### src/rtl/signed_mul_pkg.sv
// rtl/signed_mul_pkg.sv - shared types and constants for the sequential signed/unsigned multiplier
package signed_mul_pkg;

    // Operand width used when the multiplier is instantiated without override.
    localparam int DEFAULT_W = 8;

    // Iteration counter width for the default operand width.
    localparam int CNT_W = $clog2(DEFAULT_W);

    typedef enum logic [2:0] {
        IDLE,
        ABS_A,
        ABS_B,
        MUL,
        FIX
    } state_e;

endpackage

### src/rtl/twos_negate.sv
// rtl/twos_negate.sv - combinational conditional two's-complement negate
// Ports: x  - N-bit input value
//        en - 1 selects ~x + 1 (mod 2^N), 0 passes x through
//        y  - N-bit result
module twos_negate #(
    parameter int N = 16
) (
    input  logic [N-1:0] x,
    input  logic         en,
    output logic [N-1:0] y
);

    assign y = en ? (~x + N'(1)) : x;

endmodule

### src/rtl/signed_mul_seq.sv
// rtl/signed_mul_seq.sv - sequential W x W shift-add multiplier with sign-magnitude handling
// Ports: clk, rst_n (async, active-low)
//        start, signed_mode, a, b - command and operands, sampled while idle
//        busy    - operation in progress
//        done    - one-cycle completion pulse
//        product - 2W-bit result, held until the next done
module signed_mul_seq
    import signed_mul_pkg::*;
#(
    parameter int W = DEFAULT_W
) (
    input  logic           clk,
    input  logic           rst_n,
    input  logic           start,
    input  logic           signed_mode,
    input  logic [W-1:0]   a,
    input  logic [W-1:0]   b,
    output logic           busy,
    output logic           done,
    output logic [2*W-1:0] product
);

    localparam int CW = (W == DEFAULT_W) ? CNT_W : $clog2(W);

    state_e         state_q,   state_d;
    logic [W-1:0]   a_q,       a_d;
    logic [W-1:0]   b_q,       b_d;
    logic           sm_q,      sm_d;
    logic           neg_q,     neg_d;
    logic [W-1:0]   mag_a_q,   mag_a_d;
    logic [W-1:0]   mulr_q,    mulr_d;
    logic [W:0]     acc_q,     acc_d;
    logic [CW-1:0]  cnt_q,     cnt_d;
    logic           busy_q,    busy_d;
    logic           done_q,    done_d;
    logic [2*W-1:0] product_q, product_d;

    // Shared negator: |a| in ABS_A, |b| in ABS_B, sign restore in FIX.
    logic [2*W-1:0] neg_x;
    logic           neg_en;
    logic [2*W-1:0] neg_y;

    // Upper accumulator is W+1 bits so the add carry survives until the shift.
    logic [W:0]     sum;

    twos_negate #(.N(2*W)) u_negate (
        .x  (neg_x),
        .en (neg_en),
        .y  (neg_y)
    );

    always_comb begin
        state_d   = state_q;
        a_d       = a_q;
        b_d       = b_q;
        sm_d      = sm_q;
        neg_d     = neg_q;
        mag_a_d   = mag_a_q;
        mulr_d    = mulr_q;
        acc_d     = acc_q;
        cnt_d     = cnt_q;
        busy_d    = busy_q;
        done_d    = 1'b0;
        product_d = product_q;
        neg_x     = '0;
        neg_en    = 1'b0;
        sum       = acc_q + (mulr_q[0] ? {1'b0, mag_a_q} : {(W+1){1'b0}});

        case (state_q)
            IDLE: begin
                if (start) begin
                    a_d     = a;
                    b_d     = b;
                    sm_d    = signed_mode;
                    neg_d   = signed_mode & (a[W-1] ^ b[W-1]);
                    busy_d  = 1'b1;
                    state_d = ABS_A;
                end
            end
            ABS_A: begin
                // For the most negative value the negate returns the same
                // pattern, which read unsigned is the correct magnitude.
                neg_x   = {{W{a_q[W-1]}}, a_q};
                neg_en  = sm_q & a_q[W-1];
                mag_a_d = neg_y[W-1:0];
                state_d = ABS_B;
            end
            ABS_B: begin
                neg_x   = {{W{b_q[W-1]}}, b_q};
                neg_en  = sm_q & b_q[W-1];
                mulr_d  = neg_y[W-1:0];
                cnt_d   = '0;
                acc_d   = '0;
                state_d = MUL;
            end
            MUL: begin
                {acc_d, mulr_d} = {sum, mulr_q} >> 1;
                cnt_d = cnt_q + 1'b1;
                if (cnt_q == CW'(W - 1)) begin
                    state_d = FIX;
                end
            end
            FIX: begin
                // acc_q[W] is always 0 here, so the magnitude is 2W bits.
                neg_x     = {acc_q[W-1:0], mulr_q};
                neg_en    = neg_q;
                product_d = neg_y;
                done_d    = 1'b1;
                busy_d    = 1'b0;
                state_d   = IDLE;
            end
            default: begin
                state_d = IDLE;
                busy_d  = 1'b0;
            end
        endcase
    end

    always_ff @(posedge clk or negedge rst_n) begin
        if (!rst_n) begin
            state_q   <= IDLE;
            a_q       <= '0;
            b_q       <= '0;
            sm_q      <= 1'b0;
            neg_q     <= 1'b0;
            mag_a_q   <= '0;
            mulr_q    <= '0;
            acc_q     <= '0;
            cnt_q     <= '0;
            busy_q    <= 1'b0;
            done_q    <= 1'b0;
            product_q <= '0;
        end else begin
            state_q   <= state_d;
            a_q       <= a_d;
            b_q       <= b_d;
            sm_q      <= sm_d;
            neg_q     <= neg_d;
            mag_a_q   <= mag_a_d;
            mulr_q    <= mulr_d;
            acc_q     <= acc_d;
            cnt_q     <= cnt_d;
            busy_q    <= busy_d;
            done_q    <= done_d;
            product_q <= product_d;
        end
    end

    assign busy    = busy_q;
    assign done    = done_q;
    assign product = product_q;

endmodule

### config.mk
export PLATFORM = sky130hd
export DESIGN_NAME = signed_mul_seq
export DESIGN_NICKNAME = d
export VERILOG_FILES = /design/src/rtl/signed_mul_pkg.sv /design/src/rtl/twos_negate.sv /design/src/rtl/signed_mul_seq.sv
export SDC_FILE = /design/constraint.sdc
export NUM_CORES = 1
export LEC_CHECK = 0
export CORE_AREA = 2 2 89 91
export DETAILED_ROUTE_END_ITERATION = 7
export DIE_AREA = 0 0 91 93
export DONT_BUFFER_PORTS = 1
export MAX_ROUTING_LAYER = met4
export PLACE_DENSITY = 0.7
export SLEW_MARGIN = 5
export SYNTH_ARGS = -nofsm -noshare
export SYNTH_HDL_FRONTEND = slang
export SYNTH_SLANG_ARGS = --single-unit
### constraint.sdc
create_clock -name clk -period 7 [get_ports clk]
set_input_delay 1.4 -clock clk [delete_from_list [all_inputs] [get_ports clk]]
set_output_delay 1.4 -clock clk [all_outputs]
set_load 0.02 [all_outputs]
# == Word level (Yosys, flattened, before mapping) ==
# Cells that the tools add are included.
# op_classes
reduce_logical,6
add_sub_neg,3
n_bitwise,6
n_mux,13
eq_ne,7
# op_table
cell,count
$pmux 16 s3,1
$pmux 9 s2,1
$add 16x1->16 const B,1
$mux 16,1
$not 16->16,1
$pmux 8 s2,1
$pmux 3 s4,1
$add 9x8->9,1
$mux 8,1
$eq 3x2->1 const B,2
$eq 3x3->1 const B,2
$mux 3,2
$pmux 3 s2,1
$reduce_and 2->1,3
$ne 2x2->1 const B,2
$add 3x1->3 const B,1
$and 1x1->1,3
$eq 3x1->1 const B,1
$logic_not 3->1,1
$pmux 1 s3,1
$reduce_or 3->1,1
$mux 1,2
$pmux 1 s2,1
$reduce_bool 2->1,1
other kinds (2),2
# totals
output_inout_bits,18
inputBits,20
regBits,67

# == Logic depth before layout (Yosys ltp) ==
# Gate-level depths: netlist (run 1).
# logic_depth
ltp_word,6
ltp_mapped,11
ltp_nobuf,10

# == By module ==
# From an unflattened synthesis (run 1), not the netlist that was laid out.
# unflattened
cells_unflattened,317
area_unflattened_um2,3557.2
# modules_own_cells
mod,cells_each,seq_area_each_um2,area_per_inst_um2,instances
signed_mul_seq,270,1651.6,3224.3,1
twos_negate,47,0.0,332.8,1

# == Least setup slack after synthesis (run 1) ==
# Ideal clock, no wire load.
# synth_timing
kind,register to register
startpoint,reg state_q[2]
endpoint,reg product_q[14] (netlist: product[14])
arrival_ns,2.363
synth_period_minus_slack_ns,2.433
path_stages_with_launch,10
setup_time_ns,0.069
n_path_buf,2
path_slack_ns,4.567
t_required_ns,6.931
path_cell_list,dfrtp_1 > buf_2 > buf_2 > and2_1 > a221oi_2 > ha_1 > nor4b_1 > nand4_1 > or3b_1 > nand3_1
# synth_between
elab_chain_len,5
word_cells_on_any_way,8
cone_classes,add/sub (1); eq/ne (3); mux (3); bitwise (1)
# synth_rtl
item,line_no,text
start: declaration,signed_mul_seq.sv:25,"state_e state_q, state_d;"
start signal: assignment,signed_mul_seq.sv:134,state_q <= state_d;
$eq 3x3->1 (tied with other cells),signed_mul_seq.sv:69,case (state_q)
$pmux 16 s3,signed_mul_seq.sv:69,
$not 16->16,twos_negate.sv:13,assign y = en ? (~x + N'(1)) : x;
$add 16x1->16,twos_negate.sv:13,
$mux 16,twos_negate.sv:13,
end signal: assignment,signed_mul_seq.sv:145,product_q <= product_d;
end: declaration,signed_mul_seq.sv:36,"logic [2*W-1:0] product_q, product_d;"
# Several ways; a longest one is shown, not always the timed one.
# A chain may end at the register's enable or synchronous reset.

# == Worst setup path after layout (run 1) ==
# Same ends and word-level chain as after synthesis.

==> results of run 1 <==
-- cell families after synthesis --
kind of cell	after synthesis	synth area share
AOI/OAI and AO/OA	97	0.175
xor gates and xnor gates	12	0.0285
adders and majority gates	12	0.0427
buffers and inverters	35	0.0396
DFF	66	0.447
muxes	19	0.0576
and+or+nand+nor	147	0.210
-- state kept, by name (all words and copies together), names as in the netlist, 3 cells and up --
name,cells
b_q,8
mag_a_q,8
cnt_q,3
state_q,3
a_q,8
mulr_q,8
product,16
acc_q,8
-- metrics by stage --
| stage | setup WS [ns] | hold WS (ns) |
|---|---|---|
| 6_report | 3.56 | 0.475 |
| 3_3_place_gp | 3.76 | 0.453 |
| 3_5_place_dp | 3.65 | 0.464 |
| 4_1_cts | 3.63 | 0.480 |
| 5_1_grt | 3.30 | 0.510 |
| 2_1_floorplan | 4.57 | 0.438 |
-- cell usage after synthesis, types with 7 or more instances --
cell type and count:
o21ai_0 29, and3_1 9, o211ai_1 8, and2_1 13
nand2_1 55, ha_1 11, xor2_1 7, clkbuf_1 15
mux2_2 17, nand3_1 8, dfrtp_1 66, nor2_1 23
inv_1 10, a21oi_1 18
-- layer usage --
metal	share of wire	routed length, um
met5	0	0
met4	0.020	182
met3	0.077	691
met2	0.46	4090
met1	0.45	4000
-- worst max-delay path: cells and delay by family (launching register included) --
family	cells	cell delay, ns
DFF	1	0.62
and+or+nand+nor	5	1.72
adders and majority gates	1	0.33
AOI/OAI and AO/OA	1	0.48
buffers and inverters	1	0.22
-- area by class of cell --
cell class | instances | area, um2
Clock buffer | 12 | 145
Clock inverter | 3 | 40.0
Fill cell | 724 | 3600
Inverter | 11 | 41.3
Multi-Input combinational cell | 287 | 1890
Sequential cell | 66 | 1650
Tap cell | 102 | 128
Timing Repair Buffer | 3 | 22.5
-- final timing paths --
| check | start | endpoint | slack, ns |
|---|---|---|---|
| max | state_q[2] | product[14] | 3.56 |
| min | mag_a_q[2] | mag_a_q[2] | 0.47 |
| max reg2reg | state_q[2] | product[14] | 3.56 |
| min reg2reg | mag_a_q[2] | mag_a_q[2] | 0.47 |
| max in group asynchronous | rst_n | mulr_q[5] | 6.16 |
| min in group asynchronous | rst_n | acc_q[6] | 0.74 |
-- power groups by stage --
stage / clock network (W) / logic, W / registers [W]
CTS: 0.000319 / 0.000689 / 0.000672
global placement: 0 / 0.000669 / 0.000676
global route: 0.000338 / 0.000771 / 0.000695
finish: 0.000311 / 0.000693 / 0.000676
floorplan: 0 / 0.000584 / 0.000598
detailed placement: 0 / 0.000684 / 0.000679
-- layout by cell type (no fill, tap or decap), types with 9 or more instances in the layout --
master    instances
a21oi_1          18
and2_1           13
and3_1            9
ha_1             11
mux2_2           17
o21ai_0          29
clkbuf_8         10
nand2_1          55
inv_1            10
dfrtp_1          66
nor2_1           23
==> flow_summary.ini, run 1 <==
[clock_tree]
root_buffer = clkbuf_8
clock_sinks = 66
htree_levels = 3
cts_setup_buffers = 0
insertion_delay_ns = 0.35
cts_tree = done
cts_buffer_depth = 2
cts_made_buffers = 9
ctsResizeCount = 0
clk_pin_slew_worst_paths_ns = 0.07
holdBufCountCts = 0

[detailed_routing]
viasPerCell = 6.08
drc = 0
dr.pass1.iters = 5
wl_per_cell_um = 18.5
wirelength_um = 8970
drt_iter0_markers = 224
ant_nets = 0
dr_total_vias = 2941

[floorplanning]
fp-row-count = 32
die_w_um = 91
initial_core_util = 0.491
die_height_um = 93
dieArea_um2 = 8460
io_pins = 38
core_um2 = 7530

[hold_path]
hold_class = flip-flop to flip-flop
holdPathStages = 2

[synth]
syn_area_um2 = 3690
seq_area_frac_synth = 0.447
synth.largest_area_cell = dfrtp_1
syn_nets = 420
yosys-top-cells-area = dfrtp_1 (45%), nand2_1 (5.6%), mux2_2 (5.2%)
avgSynthCellArea_um2 = 9.52
ys_async_sr_fraction = 1.00
synth_ff_type = dfrtp_1
synth_seq_cells = 66
synth.top_cell.area_share = 0.447
synth_cell_type_count = 61
yosys_warnings = 0
synth_edf_count = 0
syn_inst = 388

[place]
gp_congestion = 0.970
dp.cells = 469
numPortBuffers = 0
placed_cell_area_um2 = 3740
dp_hpwl_um = 6320

[global_routing]
grt_pass1_vias = 2859
grt_usage = 0.235
use_met1 = 0.311
grt_overflow = 0
grt_first_pass_wirelength_um = 15000
grt_util_met3 = 0.0629
grt_most_used_layer = met2
met2_usage = 0.349
grt_max_degree = 67
antenna_found_initial = 0

[worst_setup_path]
critical_path.startpoint_type = flip-flop
critPathSlowestCell = or3b_2
critPathRequiredTime_ns = 7.28
worstPathCellList = or3b_2 -> inv_2 -> a222oi_1 -> ha_1 -> nor4b_1 -> nand4_1 -> or3b_1 -> nand3_1
reg2reg_depth = 8
crit_fanout = 29
worstPathArrival_ns = 3.73
setup.worst_path.class = flip-flop to flip-flop
cpPeakStageDelay_ns = 0.67
cp-end-kind = flip-flop

[timing]
max-slew-margin-rel = 0.460
fin_skew_ns = 0.00588
period_minus_slack_ns = 3.44
finalCritPeriodShare = 0.492
tightest_slew_ns = 0.810
slew_viol_final = 0
max_freq_mhz = 291
hold_viol = 0
setup_viol_count_final = 0
fin_tns_setup_ns = 0
rsz0062_at_grt = no

[final_layout]
antenna_cells = 0
fin_cells = 484
final_area_um2 = 3920
area_growth_pct = 6.24
nets = 410
layout-drive-gt1-share = 0.110
utilization = 0.521

[pwr]
power.density_nw_per_um2 = 428
leakage_nw = 1.76
pwr-share-seq = 0.402
clkPwrFrac = 0.185
peakVddDrop_uv = 206
p_sw_w = 0.000705
p_comb_frac = 0.413
switching_share = 0.420
power_w = 0.00168
p_int_w = 0.000975

[run]
cap_violations = 0

[outcome]
outcome = completed
(Power assumes the default switching activity.)
==> run 2, diff against run 1 <==
- clock period: 7 -> 3.5 ns (I/O delays scaled with it)
==> run 2 against run 1 <==
  * Hold slack got worse by 0.44 ns
  * First-iteration DRC count fell by 13%
  * Maximum frequency up 11%
  * Combinational power grew 98%
  * Critical path type unchanged
  * Critical endpoint unchanged
==> flow_summary.ini, run 2 (same netlist as run 1, synthesis figures left out) <==
[timing]
tightest_slew_ns = 0.829
slew_viol_final = 0
hold_viol = 0
fin_skew_ns = 0.0118
fin_tns_setup_ns = 0
period_minus_slack_ns = 3.11
max_freq_mhz = 321
max-slew-margin-rel = 0.447
finalCritPeriodShare = 0.890
rsz0062_at_grt = no
setup_viol_count_final = 0

[worst_setup_path]
cpPeakStageDelay_ns = 0.78
worstPathCellList = nor2_1 -> a221oi_2 -> ha_1 -> nor4b_1 -> nand4_1 -> or3b_1 -> nand3_1
crit_fanout = 23
critical_path.startpoint_type = flip-flop
worstPathArrival_ns = 3.39
crit_family = simple AND/OR/NAND/NOR gates
path_buf_inv = 0
critPathSlowestCell = dfrtp_1
cp-end-kind = flip-flop
critPathRequiredTime_ns = 3.78
setup.worst_path.class = flip-flop to flip-flop

[final_layout]
final_cell_mix = dfrtp_1 (66), nand2_1 (55), o21ai_0 (29), nor2_1 (23), a21oi_1 (18)
final_common_cell = dfrtp_1
fin_cells = 487
seq_area_um2 = 1650
multi_input_area_um2 = 1890
nets = 412
layout-drive-gt1-share = 0.122
fillers = 730
largest_reg_flops = 16
area_growth_pct = 8.40
antenna_cells = 0

[global_routing]
grt_first_pass_wirelength_um = 14400
grt_overflow = 0
grt_max_degree = 67
antenna_found_initial = 0
grt_pass1_vias = 2791
grt_usage = 0.223

[pwr]
clkPwrFrac = 0.229
p_int_w = 0.00210
leakage_nw = 1.80
switching_share = 0.404
p_sw_w = 0.00143
p_comb_frac = 0.388
pwr-share-seq = 0.383
peakVddDrop_uv = 453
power_w = 0.00353
power.density_nw_per_um2 = 882

[clock_tree]
cts_tree = done
cts_made_buffers = 9
cts_setup_buffers = 0
insertion_delay_ns = 0.35
root_buffer = clkbuf_8
ctsResizeCount = 0
cts_buffer_depth = 2
htree_levels = 3
clk_pin_slew_worst_paths_ns = 0.08
clock_sinks = 66
holdBufCountCts = 0

[detailed_routing]
wirelength_um = 8730
viasPerCell = 6.04
drt_iter0_markers = 196
wl_per_cell_um = 17.9
dr_total_vias = 2943
drc = 0
dr.pass1.iters = 4
ant_nets = 0

[floorplanning]
die_height_um = 93
core_um2 = 7530
dieArea_um2 = 8460
io_pins = 38
initial_core_util = 0.491
fp-row-count = 32
die_w_um = 91

[hold_path]
hold_class = input port to async pin

[place]
numPortBuffers = 0
gp_congestion = 0.957
dp.cells = 471
dp_hpwl_um = 6210

[run]
cap_violations = 0

[outcome]
outcome = completed
run 2: routing by layer:
| layer | global-route usage | share of wire |
|---|---|---|
| met5 | - | 0 |
| met4 | 0.0783 | 0.019 |
| met3 | 0.0459 | 0.054 |
| met2 | 0.331 | 0.46 |
| met1 | 0.305 | 0.47 |
run 2: worst paths after layout:
kind	startpoint	to	slack [ns]	cells past startpoint
max	state_q[0]	product[14]	0.39	7
min	rst_n	product[4]	0.03	0
max reg2reg	state_q[0]	product[14]	0.39	7
min reg2reg	cnt_q[1]	cnt_q[1]	0.48	2
max in group asynchronous	rst_n	state_q[0]	3.34	0
min in group clk	cnt_q[1]	cnt_q[1]	0.48	2
run 2: final cells by class:
type,instances,area share
inverter,11,0.0103
tap,102,0.0319
timing repair buffer,5,0.00938
multi-input combinational,287,0.473
clock inverter,6,0.0281
sequential,66,0.413
clock buffer,10,0.0344
run 2: through the flow:
| step | util | setup slack, ns | cell area (um2) | hold WS (ns) |
|---|---|---|---|---|
| after CTS | 0.532 | 0.535 | 4000 | 0.0247 |
| after floorplan | - | 1.07 | 3690 | 0.404 |
| after detailed placement | 0.499 | 0.564 | 3750 | 0.406 |
| after global placement | 0.499 | 0.632 | 3750 | 0.406 |
| final | 0.532 | 0.387 | 4000 | 0.0350 |
| after global routing | 0.532 | 0.171 | 4000 | 0.0206 |
run 2: power groups by stage:
stage	clock [W]	combinational, W	sequential (W)
2_1_floorplan	0	0.00117	0.00120
3_3_place_gp	0	0.00132	0.00136
3_5_place_dp	0	0.00135	0.00137
4_1_cts	0.000819	0.00136	0.00135
5_1_grt	0.000846	0.00152	0.00140
6_report	0.000808	0.00137	0.00135
